==> config.mk <==
export PLATFORM = sky130hd
export DESIGN_NAME = ir_queue
export DESIGN_NICKNAME = d
export VERILOG_FILES = /design/src/rtl/ir_pkg.sv /design/src/rtl/ir_field_decode.sv /design/src/rtl/ir_queue.sv
export SDC_FILE = /design/constraint.sdc
export NUM_CORES = 1
export LEC_CHECK = 0
export ABC_AREA = 1
export CORE_MARGIN = 2
export CORE_UTILIZATION = 45
export CTS_CLUSTER_DIAMETER = 120
export CTS_CLUSTER_SIZE = 10
export DETAILED_ROUTE_END_ITERATION = 8
export PLACE_DENSITY_LB_ADDON = 0.3
export SYNTH_ARGS = -nofsm -noshare
export SYNTH_HDL_FRONTEND = slang
export SYNTH_SLANG_ARGS = --single-unit
==> constraint.sdc <==
create_clock -name CLK -period 5.8 [get_ports CLK]
set_input_delay 1.16 -clock CLK [delete_from_list [all_inputs] [get_ports CLK]]
set_output_delay 1.16 -clock CLK [all_outputs]
set_load 0.1 [all_outputs]
==> src/rtl/ir_pkg.sv <==
// Instruction-register package: MIPS field positions and queue entry types.
// Shared by ir_queue (IR_QUEUE_PERF_EN adds counters) and ir_field_decode.
package ir_pkg;

  localparam int IR_W   = 32;

  localparam int OP_HI  = 31;
  localparam int OP_LO  = 26;
  localparam int RS_HI  = 25;
  localparam int RS_LO  = 21;
  localparam int RT_HI  = 20;
  localparam int RT_LO  = 16;
  localparam int RD_HI  = 15;
  localparam int RD_LO  = 11;
  localparam int SA_HI  = 10;
  localparam int SA_LO  = 6;
  localparam int IMM_HI = 15;
  localparam int IMM_LO = 0;
  localparam int JA_HI  = 25;
  localparam int JA_LO  = 0;

  typedef struct packed {
    logic [5:0]  opCode;
    logic [4:0]  rs;
    logic [4:0]  rt;
    logic [4:0]  rd;
    logic [4:0]  sa;
    logic [15:0] Immediate;
    logic [25:0] j_addr;
  } ir_fields_t;

  typedef struct packed {
    logic [IR_W-1:0] ins;
    logic [IR_W-1:0] pc;
  } ir_entry_t;

endpackage

==> src/rtl/ir_field_decode.sv <==
// Combinational MIPS field slicer for the queue head.
// All fields read as zero when the head is not valid.
module ir_field_decode
  import ir_pkg::*;
(
  input  logic [IR_W-1:0] ins,
  input  logic            valid,
  output ir_fields_t      fields
);

  always_comb begin
    fields = '0;
    if (valid) begin
      fields.opCode    = ins[OP_HI:OP_LO];
      fields.rs        = ins[RS_HI:RS_LO];
      fields.rt        = ins[RT_HI:RT_LO];
      fields.rd        = ins[RD_HI:RD_LO];
      fields.sa        = ins[SA_HI:SA_LO];
      fields.Immediate = ins[IMM_HI:IMM_LO];
      fields.j_addr    = ins[JA_HI:JA_LO];
    end
  end

endmodule

==> src/rtl/ir_queue.sv <==
// Instruction register FIFO between instruction memory and control unit.
// Define IR_QUEUE_PERF_EN to add saturating issue/stall counters.
module ir_queue
  import ir_pkg::*;
#(
  parameter int DATA_W = 32,
  parameter int DEPTH  = 4,
`ifdef IR_QUEUE_PERF_EN
  parameter int CNT_W  = 16,
`endif
  parameter int PTR_W  = $clog2(DEPTH)
) (
  input  logic              CLK,
  input  logic              RST,
  input  logic              in_valid,
  output logic              in_ready,
  input  logic [DATA_W-1:0] in_ins,
  input  logic [DATA_W-1:0] in_pc,
  input  logic              flush,
  output logic              out_valid,
  input  logic              out_ready,
  output logic [5:0]        opCode,
  output logic [4:0]        rs,
  output logic [4:0]        rt,
  output logic [4:0]        rd,
  output logic [4:0]        sa,
  output logic [15:0]       Immediate,
  output logic [25:0]       j_addr,
  output logic [DATA_W-1:0] out_pc,
  output logic [PTR_W:0]    level
`ifdef IR_QUEUE_PERF_EN
  ,
  output logic [CNT_W-1:0]  perf_issued,
  output logic [CNT_W-1:0]  perf_stall
`endif
);

  localparam logic [PTR_W:0] FULL = (PTR_W+1)'(DEPTH);

  ir_entry_t        mem [DEPTH];
  logic [PTR_W-1:0] wr_ptr;
  logic [PTR_W-1:0] rd_ptr;
  logic             push;
  logic             pop;
  ir_entry_t        head;
  ir_fields_t       f;

  // Full/empty come from level alone; pointers wrap freely.
  assign in_ready  = (level != FULL);
  assign out_valid = (level != '0);
  assign push      = in_valid && in_ready;
  assign pop       = out_valid && out_ready;
  assign head      = mem[rd_ptr];

  always_ff @(posedge CLK) begin
    if (!RST) begin
      wr_ptr <= '0;
      rd_ptr <= '0;
      level  <= '0;
    end else if (flush) begin
      wr_ptr <= '0;
      rd_ptr <= '0;
      level  <= '0;
    end else begin
      if (push) wr_ptr <= wr_ptr + 1'b1;
      if (pop)  rd_ptr <= rd_ptr + 1'b1;
      unique case ({push, pop})
        2'b10:   level <= level + 1'b1;
        2'b01:   level <= level - 1'b1;
        default: level <= level;
      endcase
    end
  end

  always_ff @(posedge CLK) begin
    if (RST && !flush && push)
      mem[wr_ptr] <= '{ins: in_ins, pc: in_pc};
  end

  ir_field_decode u_dec (
    .ins    (head.ins),
    .valid  (out_valid),
    .fields (f)
  );

  assign opCode    = f.opCode;
  assign rs        = f.rs;
  assign rt        = f.rt;
  assign rd        = f.rd;
  assign sa        = f.sa;
  assign Immediate = f.Immediate;
  assign j_addr    = f.j_addr;
  assign out_pc    = out_valid ? head.pc : '0;

`ifdef IR_QUEUE_PERF_EN
  // A pop coinciding with flush is dropped, so it is not counted as issued.
  always_ff @(posedge CLK) begin
    if (!RST) begin
      perf_issued <= '0;
      perf_stall  <= '0;
    end else begin
      if (pop && !flush && perf_issued != '1)
        perf_issued <= perf_issued + 1'b1;
      if (out_ready && !out_valid && perf_stall != '1)
        perf_stall <= perf_stall + 1'b1;
    end
  end
`endif

endmodule

==> results of run 1 <==
==> final timing paths <==
path / slack (ps) / to / startpoint / cells past startpoint
max: 840 / rs[0] / register / 6
min: 500 / rd_ptr[0] / rd_ptr[0] / 2
max reg2reg: 3090 / mem[3][15] / level[1] / 5
min reg2reg: 500 / rd_ptr[0] / rd_ptr[0] / 2
==> state kept, by name (all words and copies together) (netlist names), named ones only <==
| name | count |
|---|---|
| level | 3 |
| mem | 256 |
| wr_ptr | 2 |
| rd_ptr | 2 |
==> kinds of logic (layout without fill, tap and decap cells) <==
logic type,after synthesis,count (layout),share of synthesized area (%)
adder cells (fa/ha/maj),6,6,0.7595
AO/OA/AOI/OAI,136,136,6.260
AND/OR/NAND/NOR,415,415,14.50
buffers and inverters,104,248,6.122
flip-flops,265,265,72.36
==> metal layers <==
metal	vias to the layer above	wire length (µm)	global-route usage, %
li1	3368	-	-
met1	3257	9627	21.83
met2	175	10270	28.18
met3	36	1227	3.985
met4	0	435	4.215
met5	-	0	0
==> cell type report <==
| type | count | area (µm²) | share of cell area (%) |
|---|---|---|---|
| repair buffers | 186 | 1867 | 13.92 |
| multi-input cells | 557 | 2370 | 17.67 |
| inverters | 19 | 76.32 | 0.5692 |
| well taps | 319 | 399.1 | 2.977 |
| clock inverters | 1 | 7.507 | 0.05599 |
| flip-flops and latches | 265 | 7871 | 58.71 |
| clock buffers | 42 | 817.0 | 6.094 |
==> worst max-delay path, stage by stage (launching register included) <==
cell	delay (ps)
dfxtp_4	790
buf_4	690
nor2_1	110
nor2_1	100
o21ai_0	80
a21oi_1	250
clkdlybuf4s50_1	1190
==> cells in the final DEF, fill, tap and decap left out, types with 3 or more instances in the layout <==
master / n
clkbuf_16: 31
edfxtp_1: 256
inv_1: 16
dfxtp_1: 8
nor2_4: 4
buf_4: 10
nor2_1: 136
clkbuf_1: 11
buf_12: 3
o21ai_1: 4
clkdlybuf4s50_1: 173
a21oi_1: 70
nand3_1: 5
ha_1: 5
o21ai_0: 62
nand2_1: 267
==> power by group <==
part	internal, mW	switching, mW
registers	2.12	0.0107
logic	0.171	0.597
clock network	0.957	0.651
==> flow_summary.yaml, run 1 <==
synth:
  yosysMostFrequentCell: "nand2_1"
  synth_common_cells: "267 x nand2_1, 256 x edfxtp_1, 140 x nor2_1, 70 x a21oi_1, 62 x o21ai_0"
  synth_warnings: 0
  synthCells: 926
  synth_largest_area_cell: "edfxtp_1"
  ys_seq_area_share_pct: 72.36
  synthTopCellsByArea: "edfxtp_1 71%, nand2_1 9.2%, nor2_1 4.8%"
  synthArstFlopShare_pct: 0
  syn-mean-instance-area_um2: 11.74
  synthesis.nets: 1001
  ys_types: 20
  synth-seq-cells: 265
  netlist_area_mm2: 0.01087
  synth_top_area_share_pct: 70.70
  ys.flop_type: "edfxtp_1"
  synth_edf_count: 256
sta:
  setup_viol: 0
  setup_tns_ps: 0
  worst_slack_ps: 840.8
  fmax_mhz: 201.6
  grt_setup_unrepaired: "false"
  hold_viol: 0
  min_period_ps: 4959
  fin_hold_ws_ps: 495.2
  clock_skew_ps: 9.383
  relSlewSlack_pct: 31.76
  worstMarginPinSlew_ps: 1020
  finalCritPeriodShare_pct: 85.50
  drv_slew: 0
clocking:
  cts_tree: "done"
  numCtsBuffers: 30
  clock_latency_ps: 530
  root_buffer: "clkbuf_16"
  cts.repair.resized: 0
  cts.sinks: 265
  post-cts-setup-buffers: 0
  ctsHoldBuffers: 0
  htreeDepth: 1
  clk_path_buf_depth: 3
  clkTransAtPathRegs_ps: 60
detailed_routing:
  vias: 6836
  vias_per_cell: 4.922
  route.detailed.drc: 0
  drt-initial-drc-count: 420
  dr.pass1.iters: 4
  ant_nets: 0
  wl_mm: 21.56
  avgRoutedWirePerCell_um: 15.52
global_routing:
  track_usage_pct: 16.68
  grt-ovfl-total: 0
  antenna_found_initial: 1
  grt_max_degree: 93
  grt_pass1_wl_mm: 34.30
  grt_pass1_vias: 6669
final_layout:
  instances_no_fill: 1389
  area_growth_pct: 23.31
  final_util_pct: 56.78
  drive_gt1_share_pct: 5.047
  design_area_mm2: 0.01341
  nets: 1134
  insertedDiodeCount: 0
  n_fill_cell: 1897
setup_path:
  worstPathMaxFanout: 70
  startpoint_type: "register"
  required_ps: 4640
  endpoint_kind: "primary output"
  crit_arrival_ps: 3800
  crit_type: "register to primary output"
hold_path:
  hold_path.class: "register to register"
floorplan:
  die_w_um: 159.4
  start_util_pct: 46.05
  design.die.area_mm2: 0.02542
  num_rows: 56
  design.core.area_mm2: 0.02361
  die_h_um: 159.4
  ios: 174
run:
  max-cap-violations: 0
power:
  powerDensity_mw_per_mm2: 336.5
  power.leakage_nw: 4.838
  p_total_mw: 4.511
  ir_worst_vdd_mv: 0.3073
place:
  port_buffers: 173
  gp_congestion: 0.7705
  post-dp-hpwl_mm: 12.25
  dp_cells: 1346
  place_area_mm2: 0.01258
  pre_cts_ws_ps: 1311
outcome:
  status: "finished clean"
Note: power is estimated with default switching activity, not from simulation.
==> run 2: changes to the inputs <==
--- a/config.mk
+++ b/config.mk
@@ -11,6 +11,7 @@
 export CTS_CLUSTER_DIAMETER = 120
 export CTS_CLUSTER_SIZE = 10
 export DETAILED_ROUTE_END_ITERATION = 8
+export DONT_BUFFER_PORTS = 1
 export PLACE_DENSITY_LB_ADDON = 0.3
 export SYNTH_ARGS = -nofsm -noshare
 export SYNTH_HDL_FRONTEND = slang
==> run 2 against run 1 <==
Effect of this change: flip-flop and latch count did not move; critical path depth fell by 1; global-route usage rose by 0.31 points; critical endpoint is now Immediate[10]; sequential power barely moved; clock power rose by 4%; largest power group unchanged; non-clock buffer count fell by 110; largest cell class unchanged; final cell count fell by 7.0%; utilization fell by 2.7 points.
==> flow_summary.yaml, run 2 (synthesis gave the netlist of run 1 again) <==
final_layout:
  largest_register: "mem"
  multi_input_area_mm2: 0.002805
  reg_top3: "mem (256), level (3)"
  nets: 1024
  final_common_cell: "nand2_1"
  area_growth_pct: 17.48
  layout_common_cells: "267 x nand2_1, 256 x edfxtp_1, 136 x nor2_1"
  insertedDiodeCount: 0
  n_fill_cell: 1942
  seqCellArea_mm2: 0.007871
  largest_reg_flops: 256
  drive_gt1_share_pct: 18.60
  final_util_pct: 54.10
sta:
  hold_viol: 0
  setup_viol: 0
  relSlewSlack_pct: 31.77
  setup_tns_ps: 0
  clock_skew_ps: 5.037
  min_period_ps: 4954
  drv_slew: 0
  worstMarginPinSlew_ps: 1022
  finalCritPeriodShare_pct: 85.42
  fmax_mhz: 201.8
  grt_setup_unrepaired: "false"
setup_path:
  cpMaxStageDelayCell: "dfxtp_1"
  endpoint_kind: "primary output"
  rr_worst_depth: 11
  required_ps: 4640
  cpPeakStageDelay_ps: 990
  startpoint_type: "register"
  cp_cell_sequence: "inv_1, nand3_2, inv_4, a21oi_4, buf_12"
  worstPathMaxFanout: 32
  path_depth: 5
  cp_top_family: "flip-flops"
  reg2reg_slack_ps: 2350
  cp.buffers_inverters: 3
  timing.rr.end: "level[2]"
  worstReg2RegStart: "level[2]"
  crit_type: "register to primary output"
  critPathLaunch: "level[2]"
  cp-endpoint: "Immediate[10]"
  crit_arrival_ps: 3790
power:
  internal_power_mw: 3.230
  pwr-share-seq_pct: 47.4
  powerDensity_mw_per_mm2: 353.2
  p_sw_share_pct: 28.41
  switchingPower_mw: 1.282
  combPwrFrac_pct: 15.7
  power.leakage_nw: 4.605
  clock_power_share_pct: 37.0
  ir_worst_vdd_mv: 0.2931
floorplan:
  die_h_um: 159.4
  design.core.area_mm2: 0.02361
  die_w_um: 159.4
  design.die.area_mm2: 0.02542
  ios: 174
  start_util_pct: 46.05
  num_rows: 56
clocking:
  numCtsBuffers: 30
  htreeDepth: 1
  root_buffer: "clkbuf_16"
  cts.repair.resized: 0
  post-cts-setup-buffers: 0
  clk_path_buf_depth: 3
  clock_latency_ps: 530
  ctsHoldBuffers: 0
  cts_tree: "done"
  clkTransAtPathRegs_ps: 50
  cts.sinks: 265
place:
  post-dp-hpwl_mm: 12.05
  port_buffers: 0
  gp_congestion: 0.7504
outcome:
  status: "finished clean"
global_routing:
  grt_max_degree: 82
  top_usage_layer: "met2"
  grt_pass1_vias: 6489
  use_met1_pct: 21.46
  grt_pass1_wl_mm: 34.46
  grt_use_met3_pct: 4.715
  antenna_found_initial: 0
  track_usage_pct: 16.99
  grt-ovfl-total: 0
  grtUsageMet2_pct: 28.83
detailed_routing:
  avgRoutedWirePerCell_um: 16.85
  drt-initial-drc-count: 394
  vias: 6464
  wl_mm: 21.77
  vias_per_cell: 5.003
  route.detailed.drc: 0
  dr.pass1.iters: 6
  ant_nets: 0
hold_path:
  hold_path.class: "register to register"
run:
  max-cap-violations: 0
## run 2: cell count changes in the layout (fill, tap and decap cells not counted)
cell             change
a21oi_4             +26
buf_12              +11
buf_4               +52
clkdlybuf4s50_1    -173
a21oi_2             +38
inv_4                +1
inv_2                -1
a21oi_1             -64
clkbuf_1            +13
## run 2: power groups by stage
stage,Combinational (mW),Sequential (mW),Clock (mW)
floorplan,0.587,2.18,0
global placement,0.706,2.18,0
detailed placement,0.710,2.18,0
CTS,0.711,2.14,1.70
global route,0.733,2.14,1.78
finish,0.706,2.14,1.67
## run 2: area by class of cell
cell class / instances / share of cell area, %
flip-flops and latches: 265 / 61.62
clock buffers: 55 / 6.778
multi-input cells: 557 / 21.96
inverters: 19 / 0.6171
clock inverters: 1 / 0.05877
repair buffers: 76 / 5.838
well taps: 319 / 3.125
## run 2: per-layer routing
layer / wire, µm / vias to the layer above
li1: - / 3164
met1: 9090 / 3046
met2: 10670 / 224
met3: 1639 / 30
met4: 367 / 0
met5: 0 / -
## run 2: worst reg2reg max path, cell delays in order (launching register included)
cell     delay [ps]
dfxtp_1         990
inv_1           170
nand3_2         520
inv_4           470
nor2_1          220
ha_1            200
inv_1            70
fa_1            380
nand2_1         100
nand4_1          90
nand2_1         100
nor2_1           40
## run 2: worst min path at each step
stage,depth (start not counted),startpoint,slack (ps),endpoint
after global routing,2,rd_ptr[0],530,rd_ptr[0]
after detailed placement,2,rd_ptr[0],480,rd_ptr[0]
after global placement,2,rd_ptr[0],470,rd_ptr[0]
after CTS,2,rd_ptr[0],490,rd_ptr[0]
after floorplan,2,rd_ptr[0],450,register
final,2,rd_ptr[0],490,rd_ptr[0]
## run 2: per-stage QoR
step                std cells  setup WS [ps]  total power, mW  cell area [µm²]  hold WS [ps]
CTS                      1292          801.9            4.552            12770         492.8
detailed placement       1236           1378            2.886            11900         477.0
global placement         1236           1384            2.881            11900         472.8
floorplan                 926          159.1            2.766            10870         448.1
finish                   1292          845.7            4.511            12770         488.4
global route             1292          766.3            4.650            12770         527.0
==> run 3: changes to the inputs <==
--- a/config.mk
+++ b/config.mk
@@ -5,7 +5,6 @@
 export SDC_FILE = /design/constraint.sdc
 export NUM_CORES = 1
 export LEC_CHECK = 0
-export ABC_AREA = 1
 export CORE_MARGIN = 2
 export CORE_UTILIZATION = 45
 export CTS_CLUSTER_DIAMETER = 120
@@ -13,6 +12,7 @@
 export DETAILED_ROUTE_END_ITERATION = 8
 export DONT_BUFFER_PORTS = 1
 export PLACE_DENSITY_LB_ADDON = 0.3
+export SKIP_CTS_REPAIR_TIMING = 1
 export SYNTH_ARGS = -nofsm -noshare
 export SYNTH_HDL_FRONTEND = slang
 export SYNTH_SLANG_ARGS = --single-unit
==> run 3 against run 2 <==
Effect of this change: power down 7.3%; global-route usage decreased by 2.0 points; synthesized area fell by 3.6%; largest power group unchanged; clock skew up 7.1 ps; non-clock buffer count down 62; worst hold slack better by 37 ps; via count shrank 34%; utilization shrank 4.0 points; routed wire length is 17% lower; sequential power about the same.
==> flow_summary.yaml, run 3 <==
detailed_routing:
  vias: 4276
  wl_mm: 18.13
  drt-initial-drc-count: 263
  dr.pass1.iters: 4
  vias_per_cell: 5.299
  avgRoutedWirePerCell_um: 22.47
  ant_nets: 0
  route.detailed.drc: 0
setup_path:
  endpoint_kind: "primary output"
  worstReg2RegStart: "level[2]"
  critPathLaunch: "level[0]"
  startpoint_type: "register"
  crit_arrival_ps: 3010
  cpMaxStageDelayCell: "and2_2"
  cp_cell_sequence: "buf_4, or3_4, and2_2"
  crit_type: "register to primary output"
  cpPeakStageDelay_ps: 980
  required_ps: 4640
  worstPathMaxFanout: 65
clocking:
  htreeDepth: 1
  clk_path_buf_depth: 3
  cts_tree: "done"
  clock_latency_ps: 530
  numCtsBuffers: 30
  clkTransAtPathRegs_ps: 50
  cts.sinks: 265
  root_buffer: "clkbuf_16"
floorplan:
  die_w_um: 156.6
  design.core.area_mm2: 0.02278
  start_util_pct: 46.03
  num_rows: 55
  ios: 174
  design.die.area_mm2: 0.02453
  die_h_um: 156.6
power:
  ir_worst_vdd_mv: 0.2855
  p_total_mw: 4.180
  powerDensity_mw_per_mm2: 366.3
  power.leakage_nw: 3.530
run:
  max-cap-violations: 0
final_layout:
  area_growth_pct: 8.856
  final_util_pct: 50.10
  insertedDiodeCount: 0
  drive_gt1_share_pct: 28.54
  largest_reg_flops: 256
  reg_top3: "mem (256), level (3)"
  largest_register: "mem"
  final_common_cell: "edfxtp_1"
  instances_no_fill: 807
  layout_common_cells: "256 x edfxtp_1, 60 x mux4_2, 38 x and2_1"
  nets: 557
synth:
  synth_largest_area_cell: "edfxtp_1"
  synthCells: 493
  synthesis.nets: 568
  synth_compound_area_share_pct: 0.4177
  synthTopCellsByArea: "edfxtp_1 73%, mux4_2 13%, and2_1 3.8%"
  synth_fa_ha_area_share_pct: 0.7877
  synth-seq-cells: 265
  synth_edf_count: 256
  synth_top_family_by_area: "multiplexers"
  synth_xor_xnor_area_share_pct: 0.3342
  yosysMostFrequentCell: "edfxtp_1"
  netlist_area_mm2: 0.01048
  synthArstFlopShare_pct: 0
  ys_seq_area_share_pct: 75.04
  synth_warnings: 0
  ys.flop_type: "edfxtp_1"
  synthMuxAreaShare_pct: 13.89
  syn-mean-instance-area_um2: 21.27
  synth_common_cells: "256 x edfxtp_1, 64 x and2_1, 60 x mux4_2, 36 x buf_4, 9 x dfxtp_1"
  ys_types: 28
  yosys.area_share.simple_pct: 4.857
  synth_top_area_share_pct: 73.33
place:
  port_buffers: 0
  gp_congestion: 0.7460
  dp_cells: 763
  post-dp-hpwl_mm: 9.691
sta:
  drv_slew: 0
  worstMarginPinSlew_ps: 1042
  hold_viol: 0
  min_period_ps: 4174
  fmax_mhz: 239.6
  grt_setup_unrepaired: "false"
  relSlewSlack_pct: 30.54
  fin_hold_ws_ps: 525.7
  setup_tns_ps: 0
  clock_skew_ps: 12.09
  finalCritPeriodShare_pct: 71.96
  setup_viol: 0
global_routing:
  grt_pass1_wl_mm: 27.68
  grt_max_degree: 66
  grt_pass1_vias: 4792
  grt-ovfl-total: 0
  track_usage_pct: 14.96
  antenna_found_initial: 0
outcome:
  status: "finished clean"
hold_path:
  hold_path.class: "register to register"
  holdCritStartpoint: "wr_ptr[0]"
run 3: changes by cell type in the layout (fill, tap and decap cells not counted), sizes merged, moves of 4 or more:
cell    delta
a21oi     -68
and2      +65
and3       +4
buf       -62
clkbuf    -12
inv       -12
mux4      +64
nand2    -266
nand3      -6
nor2     -134
o21ai     -64
xor2       +4
run 3: kinds of logic (layout without fill, tap and decap cells):
group / count (synthesis) / after routing
flip-flops: 265 / 265
multiplexers: 64 / 64
AO/OA/AOI/OAI: 7 / 7
AND/OR/NAND/NOR: 83 / 83
XOR/XNOR: 4 / 4
adder cells (fa/ha/maj): 6 / 6
buffers and inverters: 64 / 65
run 3: area by class of cell:
cell class / instances / area [µm²]
Inverter: 7 / 26.28
Multi-Input combinational cell: 164 / 2186
Clock buffer: 43 / 820.8
Fill cell: 1808 / 11370
Timing Repair Buffer: 14 / 105.1
Clock inverter: 1 / 7.507
Tap cell: 313 / 391.6
Sequential cell: 265 / 7875
run 3: layer usage:
metal / GRT usage [%] / vias to the layer above / part of all wire [%]
li1: - / 1900 / -
met1: 17.25 / 2206 / 38
met2: 26.37 / 134 / 51
met3: 5.372 / 36 / 8.3
met4: 4.281 / 0 / 2.3
met5: 0 / - / 0
run 3: power breakdown:
group	switching (mW)	internal, mW	leakage (nW)	total (mW)
clock	0.660	0.960	0.396	1.62
sequential	0.00889	2.12	2.39	2.13
combinational	0.378	0.0504	0.747	0.429
total	1.05	3.13	3.53	4.18
run 3: worst max-delay path, delay by kind of cell (launching register included):
kind	cells	cell delay, ps
flops	1	330
simple gates	2	1790
buf+inv	1	330
run 3: final timing paths:
kind | end | slack [ps] | cells after the start
min | wr_ptr[0] | 530 | 2
min reg2reg | wr_ptr[0] | 530 | 2
max | rs[2] | 1630 | 3
max reg2reg | level[2] | 2940 | 10
run 3: stage by stage:
step	instance area [µm²]	setup slack (ps)
after floorplan	10480	1076
after global placement	10580	2110
after detailed placement	10580	2112
after CTS	11410	1533
after global routing	11410	1428
final	11410	1626
